$ cat config.mk
export PLATFORM = sky130hd
export DESIGN_NAME = dram_port_arbiter
export DESIGN_NICKNAME = d
export VERILOG_FILES = /design/src/rtl/dram_port_arbiter.sv
export SDC_FILE = /design/constraint.sdc
export NUM_CORES = 1
export LEC_CHECK = 0
export CAP_MARGIN = 25
export CORE_MARGIN = 5
export CORE_UTILIZATION = 41
export DETAILED_ROUTE_END_ITERATION = 8
export MAX_ROUTING_LAYER = met4
export PLACE_DENSITY = 0.81
export SKIP_CTS_REPAIR_TIMING = 1
export SYNTH_ARGS = -nofsm -noshare
export SYNTH_HDL_FRONTEND = slang
export SYNTH_SLANG_ARGS = --single-unit
export TNS_END_PERCENT = 5
$ cat constraint.sdc
create_clock -name i_clk -period 5.05 [get_ports i_clk]
set_input_delay 0.7575 -clock i_clk [delete_from_list [all_inputs] [get_ports i_clk]]
set_output_delay 0.7575 -clock i_clk [all_outputs]
set_load 0.03 [all_outputs]
$ cat src/rtl/dram_port_arbiter.sv
// Round-robin arbiter that puts NUM_CORES cores onto one single-port DRAM.
// It runs one transaction at a time and every output comes straight from a flop.
// rr_ptr holds the most recently served core. That core gets the lowest priority at the next grant.
module dram_port_arbiter #(
  parameter int NUM_CORES = 4,
  parameter int ADDR_W    = 16,
  parameter int DATA_W    = 16
) (
  input  logic                        i_clk,
  input  logic                        i_rst_n,
  input  logic [NUM_CORES-1:0]        i_core_req,
  input  logic [NUM_CORES-1:0]        i_core_we,
  input  logic [NUM_CORES*ADDR_W-1:0] i_core_addr,
  input  logic [NUM_CORES*DATA_W-1:0] i_core_wdata,
  output logic [NUM_CORES-1:0]        o_core_done,
  output logic [DATA_W-1:0]           o_core_rdata,
  output logic                        o_busy,
  output logic                        o_mem_write_en,
  output logic [ADDR_W-1:0]           o_mem_addr,
  output logic [DATA_W-1:0]           o_mem_data_in,
  input  logic [DATA_W-1:0]           i_mem_data_out
);

  localparam int PTR_W = (NUM_CORES > 1) ? $clog2(NUM_CORES) : 1;

  typedef enum logic [1:0] {
    S_IDLE,
    S_ISSUE,
    S_CAPTURE,
    S_DONE
  } state_t;

  state_t                 r_state;
  logic [PTR_W-1:0]       r_rr_ptr;
  logic                   r_mem_write_en;
  logic [ADDR_W-1:0]      r_mem_addr;
  logic [DATA_W-1:0]      r_mem_data_in;
  logic [DATA_W-1:0]      r_core_rdata;
  logic [NUM_CORES-1:0]   r_core_done;
  logic                   r_busy;

  state_t                 w_state_nxt;
  logic [PTR_W-1:0]       w_rr_nxt;
  logic                   w_we_nxt;
  logic [ADDR_W-1:0]      w_addr_nxt;
  logic [DATA_W-1:0]      w_wdata_nxt;
  logic [DATA_W-1:0]      w_rdata_nxt;
  logic [NUM_CORES-1:0]   w_done_nxt;
  logic                   w_busy_nxt;

  logic                   w_found;
  logic [PTR_W-1:0]       w_idx;
  logic [PTR_W-1:0]       w_winner;
  logic                   w_sel_we;
  logic [ADDR_W-1:0]      w_sel_addr;
  logic [DATA_W-1:0]      w_sel_wdata;
  logic [NUM_CORES-1:0]   w_grant_onehot;

  // Find the first requesting core, scanning upward from the core after rr_ptr and wrapping around.
  always_comb begin
    w_found  = 1'b0;
    w_winner = '0;
    w_idx    = '0;
    for (int k = 1; k <= NUM_CORES; k++) begin
      w_idx = PTR_W'((32'(r_rr_ptr) + k) % NUM_CORES);
      if (!w_found && i_core_req[w_idx]) begin
        w_found  = 1'b1;
        w_winner = w_idx;
      end
    end
  end

  // Select the winning core's command fields from the packed buses.
  always_comb begin
    w_sel_we    = 1'b0;
    w_sel_addr  = '0;
    w_sel_wdata = '0;
    for (int i = 0; i < NUM_CORES; i++) begin
      if (w_winner == PTR_W'(i)) begin
        w_sel_we    = i_core_we[i];
        w_sel_addr  = i_core_addr[i*ADDR_W +: ADDR_W];
        w_sel_wdata = i_core_wdata[i*DATA_W +: DATA_W];
      end
    end
  end

  assign w_grant_onehot = {{(NUM_CORES-1){1'b0}}, 1'b1} << r_rr_ptr;

  // Next-state and next-output logic. Every register keeps its value unless a state below changes it.
  always_comb begin
    w_state_nxt = r_state;
    w_rr_nxt    = r_rr_ptr;
    w_we_nxt    = r_mem_write_en;
    w_addr_nxt  = r_mem_addr;
    w_wdata_nxt = r_mem_data_in;
    w_rdata_nxt = r_core_rdata;
    w_done_nxt  = '0;
    unique case (r_state)
      S_IDLE: begin
        if (w_found) begin
          w_state_nxt = S_ISSUE;
          w_rr_nxt    = w_winner;
          w_we_nxt    = w_sel_we;
          w_addr_nxt  = w_sel_addr;
          w_wdata_nxt = w_sel_wdata;
        end
      end
      S_ISSUE: begin
        // The DRAM acts at the end of this cycle.
        // Writes are finished here. Reads wait one more cycle for the registered data.
        w_we_nxt = 1'b0;
        if (r_mem_write_en) begin
          w_done_nxt  = w_grant_onehot;
          w_state_nxt = S_DONE;
        end else begin
          w_state_nxt = S_CAPTURE;
        end
      end
      S_CAPTURE: begin
        w_rdata_nxt = i_mem_data_out;
        w_done_nxt  = w_grant_onehot;
        w_state_nxt = S_DONE;
      end
      S_DONE: begin
        // Requests are ignored here, so the core that just finished can drop its request safely.
        w_state_nxt = S_IDLE;
      end
      default: w_state_nxt = S_IDLE;
    endcase
    w_busy_nxt = (w_state_nxt != S_IDLE);
  end

  // State and output registers. An async reset drops the write enable at once and discards any transaction in flight.
  always_ff @(posedge i_clk or negedge i_rst_n) begin
    if (!i_rst_n) begin
      r_state        <= S_IDLE;
      r_rr_ptr       <= PTR_W'(NUM_CORES - 1);
      r_mem_write_en <= 1'b0;
      r_mem_addr     <= '0;
      r_mem_data_in  <= '0;
      r_core_rdata   <= '0;
      r_core_done    <= '0;
      r_busy         <= 1'b0;
    end else begin
      r_state        <= w_state_nxt;
      r_rr_ptr       <= w_rr_nxt;
      r_mem_write_en <= w_we_nxt;
      r_mem_addr     <= w_addr_nxt;
      r_mem_data_in  <= w_wdata_nxt;
      r_core_rdata   <= w_rdata_nxt;
      r_core_done    <= w_done_nxt;
      r_busy         <= w_busy_nxt;
    end
  end

  assign o_core_done    = r_core_done;
  assign o_core_rdata   = r_core_rdata;
  assign o_busy         = r_busy;
  assign o_mem_write_en = r_mem_write_en;
  assign o_mem_addr     = r_mem_addr;
  assign o_mem_data_in  = r_mem_data_in;

endmodule
==> reports/qor.yml <==
outcome:
  status: "finished, final reports clean"
clock_tree:
  clk-insertion-delay-late_ps: 360
  numCtsBuffers: 9
  clockBufferDepth: 2
  clk_pin_slew_worst_paths_ps: 70
  clockRootBuffer: "clkbuf_8"
  htreeDepth: 3
  cts_tree: "yes"
  clock_sinks: 58
power:
  power.internal_mw: 2.344
  p_leak_nw: 2.438
  power.share.combinational_pct: 69.5
  seqPwrFrac_pct: 18.3
  swShare_pct: 48.34
  powerDensity_nw_per_um2: 687.3
  finalPower_mw: 4.537
  switchingPower_mw: 2.193
  vdd_drop_max_uv: 516.6
  p_clk_share_pct: 12.1
critical_path:
  crit_required_ps: 5270
  cp_slowest_cell: "a32o_2"
  path_class: "reg2reg"
  cp-endpoint: "o_mem_addr[12]"
  arrival_ps: 4040
  crit_top_cell: "mux2i_1"
  cp-start-kind: "flip-flop"
  critPathLaunch: "r_rr_ptr[1]"
  reg2reg_from: "r_rr_ptr[1]"
  cp-end-kind: "flip-flop"
  path_cells: "inv_1 -> ha_1 -> mux2i_1 -> mux2i_1 -> o21ai_0 -> a32o_2 -> and2_1 -> buf_4 -> a211oi_1"
  max_stage_delay_ps: 800
  r2r-end: "o_mem_addr[12]"
  reg2reg_depth: 9
  worst-path-max-fanout: 37
  r2r_slack_ps: 1230
synth:
  synth_edf_count: 0
  yosysTopAreaCell: "dfrtp_1"
  synth_cell_types: 36
  synth_commonest_cells: "a211oi_1 (60), nor3_1 (60), dfrtp_1 (56), clkbuf_1 (44), mux2i_1 (39)"
  synthTopCellsByArea: "dfrtp_1 (33%), a211oi_1 (11%), mux2i_1 (9.2%)"
  synth_area_per_cell_um2: 9.005
  synth_fp_nets: 633
  syn-instance-count: 471
  ys_ff_latch: 58
  synth-async-reset-ratio_pct: 100.0
  synth_ff_type: "dfrtp_1"
  ys_seq_area_share_pct: 34.28
  syn_area_um2: 4242
  ys_warn_count: 0
  synth.top_cell.area_share_pct: 33.04
place:
  place_hpwl_mm: 11.03
  placed_cell_area_um2: 6350
  gp_congestion: 0.8346
  dp_cells: 772
  preCtsSetupSlack_ps: 1053
  io_buffer_count: 207
timing:
  totalNegativeSetupSlack_ps: 0
  fmax_mhz: 261.8
  relSlewSlack_pct: 36.19
  fin_crit_ps: 3820
  finalHoldViolations: 0
  setup_violations: 0
  post-route-period-util_pct: 75.65
  timing.final.ws_setup_ps: 1230
  fin_worst_skew_ps: 16.39
  rsz0062_at_grt: "no"
  report.final.slew_viol_count: 0
  worst_slew_pin_slew_ps: 957.1
detailed_routing:
  drc: 0
  num_vias: 4565
  routed_wl_mm: 15.17
  dr.pass1.iters: 5
  ant_nets: 0
  via_per_inst: 5.793
  drt_iter0_drc: 232
  wire_per_inst_um: 19.25
global_route:
  antenna_found_initial: 0
  grt_pass1_wl_mm: 23.90
  grt_overflow: 0
  grt_use_total_pct: 24.43
  grt_max_degree: 104
  grt_pass1_vias: 4768
finish:
  drive_gt1_share_pct: 8.896
  postLayoutCellArea_um2: 6601
  stdcell_count: 788
  syn_to_final_growth_pct: 55.63
  antennaDiodeCount: 0
  nFillCells: 847
  num-nets-final: 809
worst_hold_path:
  hold_path.class: "reg2reg"
flow_run:
  max_cap_violations: 0
floorplanning:
  num_io_pins: 208
  initial_core_util_pct: 41.65
  rows: 37
  placeableCoreArea_um2: 10180
  die_h_um: 111.7
  die_x_um: 111.7
  fp.dieArea_um2: 12480
## power by group through the flow
stage,Combinational (mW),Clock [mW],Sequential [mW]
floorplan,1.79,0,1.22
global placement,3.00,0,0.830
detailed placement,3.15,0,0.840
CTS,3.16,0.562,0.833
global route,3.39,0.581,0.859
finish,3.16,0.549,0.832
## sequential cells by signal, summed over array words and instances (netlist names)
signal          cells
o_mem_addr         16
o_busy              1
o_mem_write_en      1
o_core_done         4
o_core_rdata       16
o_mem_data_in      16
r_rr_ptr            2
r_state             2
## layout make-up
class,instances,area [um2],share of cell area (%)
clock inverters,6,113.9,1.725
well taps,136,170.2,2.578
multi-input cells,356,2546,38.57
flip-flops and latches,58,1458,22.08
inverters,5,18.77,0.2843
repair buffers,217,2157,32.68
clock buffers,10,137.6,2.085
## routing by layer
metal / track usage [%] / wire length (um) / vias up
met4: 9.246 / 355 / 0
li1: - / - / 2131
met1: 28.10 / 6122 / 2193
met3: 5.489 / 1084 / 31
met5: - / 0 / -
met2: 41.53 / 7607 / 210
## logic make-up (layout without fill, tap and decap cells)
family | count (synthesis) | count (layout) | synth area share, %
DFF | 58 | 58 | 34.28
muxes | 60 | 60 | 15.57
AOI/OAI and AO/OA | 135 | 135 | 23.84
adders and majority gates | 8 | 8 | 2.360
buffers and inverters | 57 | 238 | 5.870
and+or+nand+nor | 153 | 153 | 18.08
## through the flow
stage	hold WS, ps	utilization (%)
4_1_cts	510.2	64.82
5_1_grt	529.2	64.82
3_3_place_gp	485.7	62.05
2_1_floorplan	461.9	-
6_report	504.8	64.82
3_5_place_dp	494.4	62.35
## cells in the final DEF, fill, tap and decap left out, types with 2 or more instances in the layout
cell             synthesis  layout
mux2_2                  18      18
o221ai_1                 2       2
buf_8                    0       2
mux4_2                   3       3
nor3_1                  60      60
or3_1                    2       2
and2_1                   6       6
mux2i_1                 39      39
nor2_1                  36      34
o21ai_0                 33      33
nand2b_1                32      32
ha_1                     8       8
buf_4                    3       8
clkinvlp_4               0       2
clkdlybuf4s50_1          0     206
nand3_1                  2       2
nand2_1                 12      12
o32a_1                  30      30
inv_1                    5       5
nor2_2                   0       2
clkbuf_8                 0      10
a211oi_1                60      60
dfrtp_1                 56      56
bufinv_16                0       3
## critical path, delay by kind of cell (launching register included)
kind | cells | cell delay [ps]
adder cells (fa/ha/maj) | 1 | 430
buffers and inverters | 2 | 470
AND/OR/NAND/NOR | 1 | 480
multiplexers | 2 | 540
AO/OA/AOI/OAI | 3 | 1140
flip-flops | 1 | 620
## how the worst min path moves through the flow
stage | from | endpoint | slack, ps | cells past startpoint
detailed placement | o_core_rdata[8] | o_core_rdata[8] | 490 | 1
global placement | o_mem_addr[0] | o_mem_addr[0] | 490 | 2
finish | o_core_rdata[6] | o_core_rdata[6] | 500 | 1
global route | o_core_rdata[6] | o_core_rdata[6] | 530 | 1
CTS | o_core_rdata[8] | o_core_rdata[8] | 510 | 1
floorplan | i_rst_n | o_busy | 460 | 0
Note: power is estimated with default switching activity, not from simulation.
